[src/rtl/pool_window_ctrl.sv]
// pool_window_ctrl: raster-stream window sequencer for a PxP max-pooling unit.
module pool_window_ctrl #(
   parameter int M = 28,
   parameter int N = 28,
   parameter int P = 2,
   parameter int C = 1,
   parameter int LAT = 1
) (
   input  logic                   clk,
   input  logic                   reset,
   input  logic                   i_start,
   input  logic                   i_data_valid,
   output logic                   o_ready,
   output logic                   o_pool_en,
   output logic [$clog2(M)-1:0]   o_col,
   output logic [$clog2(N)-1:0]   o_row,
   output logic [$clog2(C+1)-1:0] o_ch,
   output logic                   o_win_last,
   output logic                   o_out_valid,
   output logic                   o_busy,
   output logic                   o_done
);
   localparam int CW = $clog2(M);
   localparam int RW = $clog2(N);
   localparam int HW = $clog2(C+1);
   localparam int DW = $clog2(LAT+1);
   typedef enum logic [1:0] {IDLE, RUN, DRAIN, DONE} state_t;
   state_t state;
   logic [DW-1:0] dcnt;
   logic [LAT-1:0] dly;
   logic [31:0] col32, row32;
   logic col_end, row_end, ch_end;
   assign col_end = o_col == CW'(M-1);
   assign row_end = o_row == RW'(N-1);
   assign ch_end = o_ch == HW'(C-1);
   assign o_ready = state == RUN;
   assign o_busy = state != IDLE;
   assign o_done = state == DONE;
   assign o_pool_en = i_data_valid & o_ready;
   assign col32 = 32'(o_col);
   assign row32 = 32'(o_row);
   // Only full windows are flagged; right/bottom remainders are dropped.
   assign o_win_last = o_pool_en && (col32 % 32'(P) == 32'(P-1)) && (row32 % 32'(P) == 32'(P-1))
                       && (col32 < 32'((M/P)*P)) && (row32 < 32'((N/P)*P));
   assign o_out_valid = dly[LAT-1];
   always_ff @(posedge clk or posedge reset) begin
      if (reset) begin
         state <= IDLE;
         o_col <= '0;
         o_row <= '0;
         o_ch <= '0;
         dcnt <= '0;
         dly <= '0;
      end else begin
         dly <= LAT'({dly, o_win_last});
         case (state)
            IDLE: if (i_start) begin
               state <= RUN;
               o_col <= '0;
               o_row <= '0;
               o_ch <= '0;
            end
            RUN: if (o_pool_en) begin
               o_col <= col_end ? '0 : o_col + 1'b1;
               if (col_end) begin
                  o_row <= row_end ? '0 : o_row + 1'b1;
                  if (row_end) begin
                     o_ch <= o_ch + 1'b1;
                     if (ch_end) begin
                        state <= DRAIN;
                        dcnt <= '0;
                     end
                  end
               end
            end
            DRAIN: begin
               state <= dcnt == DW'(LAT-1) ? DONE : DRAIN;
               dcnt <= dcnt + 1'b1;
            end
            DONE: state <= IDLE;
         endcase
      end
   end
endmodule
[config.mk]
export PLATFORM = sky130hd
export DESIGN_NAME = pool_window_ctrl
export DESIGN_NICKNAME = d
export VERILOG_FILES = /design/src/rtl/pool_window_ctrl.sv
export SDC_FILE = /design/constraint.sdc
export NUM_CORES = 1
export LEC_CHECK = 0
export CAP_MARGIN = 10
export CORE_MARGIN = 2
export CORE_UTILIZATION = 52
export CTS_CLUSTER_SIZE = 14
export DETAILED_ROUTE_END_ITERATION = 8
export PLACE_DENSITY_LB_ADDON = 0.15
export SLEW_MARGIN = 20
export SYNTH_ARGS = -nofsm -noshare
export SYNTH_HDL_FRONTEND = slang
export SYNTH_SLANG_ARGS = --single-unit
[constraint.sdc]
create_clock -name clk -period 3.2 [get_ports clk]
set_clock_uncertainty 0.2 [all_clocks]
set_input_delay 0.48 -clock clk [delete_from_list [all_inputs] [get_ports clk]]
set_output_delay 0.48 -clock clk [all_outputs]
set_load 0.01 [all_outputs]
==> results of run 1 <==
-- metal layers --
layer / vias to the layer above / wire (um) / global-route usage, %
li1: 384 / - / -
met1: 379 / 844 / 27.4
met2: 24 / 973 / 32.8
met3: 4 / 87 / 6.27
met4: 0 / 25 / 11.4
met5: - / 0 / 0
-- Yosys cell counts (2+ instances only) --
library cell	instances	area share (%)
nand3_1	5	2.7
a21oi_1	4	2.2
nor2_1	4	1.6
nand2b_1	4	2.7
dfrtp_1	15	41
o21ai_1	8	4.3
nand2_1	6	2.4
mux2i_1	2	2.2
inv_1	8	3.3
and3_1	2	1.4
o21ai_0	2	1.1
o31ai_1	4	3.3
a31oi_1	4	2.7
ha_1	7	9.5
nand4_1	2	1.4
-- per-stage QoR --
step | std cells | hold slack, ps | power, mW | cell area, um2 | util, %
detailed placement | 130 | 285 | 0.442 | 1140 | 67.8
floorplan | 93 | 181 | 0.351 | 921 | -
finish | 134 | 298 | 0.541 | 1170 | 69.3
CTS | 134 | 297 | 0.549 | 1170 | 69.3
global route | 134 | 316 | 0.581 | 1170 | 69.3
global placement | 130 | 289 | 0.438 | 1140 | 67.8
-- worst max-delay path, cell delays in order (launching register included) --
cell and delay (ps):
dfrtp_1 420, inv_1 120, ha_1 200, inv_2 90, nor2_1 150, nand3_1 90, a311oi_1 290, clkdlybuf4s50_1 610
-- power by group through the flow --
stage / Sequential (mW) / Combinational [mW] / Clock, mW
3_5_place_dp: 0.275 / 0.168 / 0
6_report: 0.270 / 0.166 / 0.105
3_3_place_gp: 0.272 / 0.166 / 0
2_1_floorplan: 0.279 / 0.0716 / 0
4_1_cts: 0.270 / 0.168 / 0.110
5_1_grt: 0.278 / 0.185 / 0.118
-- registers in the layout (all words and copies together) (netlist names) --
| register | flops |
|---|---|
| o_col | 5 |
| o_row | 5 |
| state | 2 |
| dcnt | 1 |
| o_ch | 1 |
| o_out_valid | 1 |
-- final timing paths --
path | slack, ps | cells past startpoint | endpoint | startpoint
worst min register to register | 300 | 1 | dcnt$_DFFE_PP0P_ | dcnt$_DFFE_PP0P_
min in group asynchronous | 350 | 2 | state[0]$_DFFE_PP0P_ | reset
worst max register to register | 1030 | 7 | o_row[2]$_DFFE_PP0P_ | state[1]$_DFFE_PP0P_
max in group asynchronous | 2070 | 2 | o_col[0]$_DFFE_PP0P_ | reset
worst min-delay path | 300 | 1 | dcnt$_DFFE_PP0P_ | dcnt$_DFFE_PP0P_
worst max-delay path | 290 | 7 | o_win_last | state[1]$_DFFE_PP0P_
-- layout by cell type, fill, tap and decap left out --
cell type	n
a211o_4	1
a21bo_2	1
a21oi_1	4
a311oi_1	1
a31oi_1	4
and2b_1	1
and3_1	2
and3_2	1
buf_4	1
clkbuf_1	1
clkbuf_4	3
clkdlybuf4s50_1	20
dfrtp_1	15
ha_1	7
inv_1	8
inv_2	1
mux2_4	1
mux2i_1	2
nand2_1	6
nand2b_1	4
nand3_1	5
nand3_2	1
nand4_1	2
nand4b_4	1
nor2_1	4
o21ai_0	2
o21ai_1	8
o21bai_1	1
o2bb2ai_1	1
o31ai_1	4
o31ai_4	1
o32ai_1	1
or2_1	1
or2_4	1
-- logic make-up after synthesis --
kind of cell    count (synthesis)  synth area share [%]
compound gates                 29                  22.6
simple gates                   29                  19.2
flops                          15                  40.8
buf+inv                        10                  4.21
fa+ha+maj                       7                  9.51
mux                             3                  3.80
-- layout make-up --
type	count	area share [%]
timing repair buffer	21	17.7
clock buffer	4	2.24
multi-input combinational	68	43.3
tap	17	1.82
inverter	9	2.88
sequential	15	32.1
==> run metrics, run 1 <==
FFs w/ async S/R, synth 100%; CTS tree built; root buf cell clkbuf_4; Ys Warns 0; RSZ-0062 raised after global routing no; final wirelength 1.93 mm; Setup TNS 0 ps; Seq pwr share between 40% and 50%; post-CTS sizing 0; Max Buffers Root-to-Sink 2; area occupied by multi-input gates 507 um2; core area 1690 um2; Post-CTS Hold Fix Bufs 0; Yosys cell types 31; VDD IR max 0.000243 V; GPL Wtd Cong 0.834; First-pass DRT Iterations 4; CP Capture Type output pin; HPWL Detailed 1.48 mm; number of global-route vias before repair 739; HP Class flop to flop; Period minus WS final 2910 ps; Die Ht 46.1 um; Sw Pwr between 150 and 200 uW; Comb pwr share 30.7%; pwr/cell area 462 nW/um2; slew of the pin with the lowest slew margin 575 ps; sw frac 32.2%; mean area per synthesized cell 9.90 um2; Final setup viols 0; total I/O pin count 21; antenna violations before repair 0; Vias 791; Antenna Cells 0; Clk network pwr share 19.4%; pin count of the biggest net entering global routing 16; Final Max Slew Viols 0; fin nets 129; num rows 15; share of cells above drive strength 1 11.1%; CTS clock-pin slew for the worst setup and hold paths 80 ps; synthesized netlist net count 104; Initial Util between 50 and 60%; Final Cycle Share around nine tenths; first-pass GRT wire length 3.24 mm; Post-synth EDFFs 0; DRT antenna net count 0; Startpoint Class flop; Total GRT Usage 21.6%; Num CTS Buffers 3; # fillers 142; worst-skew pair later-pin latency 280 ps; Max Freq 0.344 GHz; #FFs+latches synth 15; run status finished, final reports clean; Synth Flop Type dfrtp_1; sequential fraction of the synthesis area 40.8%; Die X 46.1 um; Leak Pwr around 0.55 nW; DR WL/cell 14.4 um; Worst slew margin 61.7%; Max Fanout on Critical Path 7; Via density 5.90; initial DRC count 18; I/O Buffers 20; post-CTS setup buffer count 0; Syn Std Cell Area 921 um2; final number of hold-violating endpoints 0; pre-CTS WS about 360 ps; Worst Path Required roughly 2500 ps; global route overflow 0; sinks on the clock net 15; die area 2120 um2; Worst EP arrival 2230 ps; internal power 367 uW; setup ws final 291 ps; Mapped Cells 93; crit path kind flop to output pin; Layout Area Growth over Synthesis 27.2%; DRC violations left 0; Storage cell area between 300 and 400 um2; htree depth 1; maxcap violations 0
No activity file was read; power rests on OpenSTA's default activity.
==> run 2: changes to the inputs <==
--- a/config.mk
+++ b/config.mk
@@ -6,10 +6,14 @@
 export NUM_CORES = 1
 export LEC_CHECK = 0
 export CAP_MARGIN = 10
+export CELL_PAD_IN_SITES_DETAIL_PLACEMENT = 1
+export CELL_PAD_IN_SITES_GLOBAL_PLACEMENT = 1
+export CORE_ASPECT_RATIO = 0.5
 export CORE_MARGIN = 2
-export CORE_UTILIZATION = 52
+export CORE_UTILIZATION = 33
 export CTS_CLUSTER_SIZE = 14
 export DETAILED_ROUTE_END_ITERATION = 8
+export GPL_ROUTABILITY_DRIVEN = 1
 export PLACE_DENSITY_LB_ADDON = 0.15
 export SLEW_MARGIN = 20
 export SYNTH_ARGS = -nofsm -noshare
==> constraint.sdc (replaced) <==
create_clock -name clk -period 2.5 [get_ports clk]
set_clock_uncertainty 0.2 [all_clocks]
set_input_delay 0.375 -clock clk [delete_from_list [all_inputs] [get_ports clk]]
set_output_delay 0.375 -clock clk [all_outputs]
set_load 0.01 [all_outputs]
==> run 2 against run 1 <==
Count of clock-buffer cells in the layout decreased by 1. Sequential share of layout area decreased by 2.3 points. Clock power increased by 91%. Design area increased by 7.8%. Critical endpoint is now o_pool_en. Worst setup slack got worse by 140 ps.
==> run metrics, run 2 (synthesis results as in run 1) <==
run status finished, final reports clean; Final Cycle Share 93.8%; final wirelength 2.31 mm; fin nets 135; Vias 816; VDD IR max between 0.0002 and 0.00025 V; CP bufs+invs 4; total I/O pin count 21; core area 2620 um2; crit path kind flop to output pin; number of global-route vias before repair approximately 770; DRT antenna net count 0; Worst slew margin between 50% and 60%; Die X just under 80 um; DRC violations left 0; HP Class input pin to asynchronous set/reset pin; # fillers 297; Leak Pwr slightly below 0.6 nW; post-CTS setup buffer count 0; htree depth 1; Initial Util 35.2%; First-pass DRT Iterations 4; Setup TNS 0 ps; Reg2Reg Depth 5; Worst Path Required about 1900 ps; I/O Buffers 20; HPWL Detailed 1.80 mm; critical path, cell by cell inv_1, ha_1, inv_2, nor2_1, buf_4, clkdlybuf4s50_1; sinks on the clock net 15; Die Ht approximately 41 um; slew of the pin with the lowest slew margin 602 ps; Worst EP arrival 1770 ps; initial DRC count 14; die area 3250 um2; root buf cell clkbuf_8; Period minus WS final 2350 ps; Startpoint Class flop; Num CTS Buffers 3; final hold slack 296 ps; Final Max Slew Viols 0; most frequent cells in the layout clkdlybuf4s50_1 (19), dfrtp_1 (15), inv_1 (8), o21ai_1 (8); final number of hold-violating endpoints 0; Slowest-stage cell, CP clkdlybuf4s50_1; GPL Wtd Cong 0.696; Max Fanout on Critical Path 3; CP Capture Type output pin; Post-CTS Hold Fix Bufs 0; worst-skew pair later-pin latency 250 ps; RR Startpoint o_col[0]$_DFFE_PP0P_; biggest regs o_col x5, o_row x5, state x2; reg2reg end state[1]$_DFFE_PP0P_; maxcap violations 0; Total GRT Usage 16.3%; Layout Area Growth over Synthesis 37.1%; Max Freq 0.426 GHz; global route overflow 0; Reg2Reg Setup Slack between 300 and 400 ps; DR WL/cell 14.5 um; pin count of the biggest net entering global routing 16; RSZ-0062 raised after global routing no; biggest cell delay along the critical path 520 ps; Via density between 5 and 6; final core occ 48.2%; num rows 13; antenna violations before repair 0; Pwr Total 793 uW; family with the most delay on the worst path buffers and inverters; post-CTS sizing 1; CTS clock-pin slew for the worst setup and hold paths 60 ps; Final setup viols 0; pwr/cell area 628 nW/um2; CTS tree built; Antenna Cells 0; commonest non-fill, non-tap cell in the layout clkdlybuf4s50_1; Max Buffers Root-to-Sink 2; share of cells above drive strength 1 17.9%; first-pass GRT wire length 3.73 mm
run 2: layout make-up:
class	instances	area, um2	share of cell area (%)
clock inverter	1	5.00	0.396
timing repair buffer	27	248	19.6
clock buffer	3	41.3	3.27
tap	37	46.3	3.67
inverter	9	33.8	2.68
sequential	15	375	29.7
multi-input combinational	68	513	40.6
run 2: stage by stage:
| stage | worst slack, ps | instances | cell area [um2] |
|---|---|---|---|
| after global routing | 12.8 | 160 | 1260 |
| final | 154 | 160 | 1260 |
| after CTS | 119 | 160 | 1260 |
| after floorplan | 87.5 | 93 | 921 |
| after detailed placement | -117 | 156 | 1210 |
| after global placement | -110 | 156 | 1210 |
run 2: how the worst max path moves through the flow:
stage,endpoint,slack (ps),cells past startpoint,from
5_1_grt,o_pool_en,10,6,state[1]$_DFFE_PP0P_
6_report,o_pool_en,150,6,state[1]$_DFFE_PP0P_
2_1_floorplan,o_win_last,90,7,state[1]$_DFFE_PP0P_
3_5_place_dp,o_win_last,-120,6,i_data_valid
3_3_place_gp,o_win_last,-110,6,i_data_valid
4_1_cts,o_win_last,120,7,state[1]$_DFFE_PP0P_
run 2: power breakdown:
group	internal (mW)	total [mW]	switching [mW]
combinational	0.146	0.264	0.117
clock	0.110	0.201	0.0903
sequential	0.282	0.329	0.0466
total	0.539	0.793	0.254
run 2: per-layer routing:
layer / wire (um) / up-vias / global-route usage (%)
met1: 1150 / 405 / 22.0
met2: 1070 / 12 / 26.3
met5: 0 / - / 0
li1: - / 397 / -
met3: 83 / 2 / 5.17
met4: 10 / 0 / 3.95
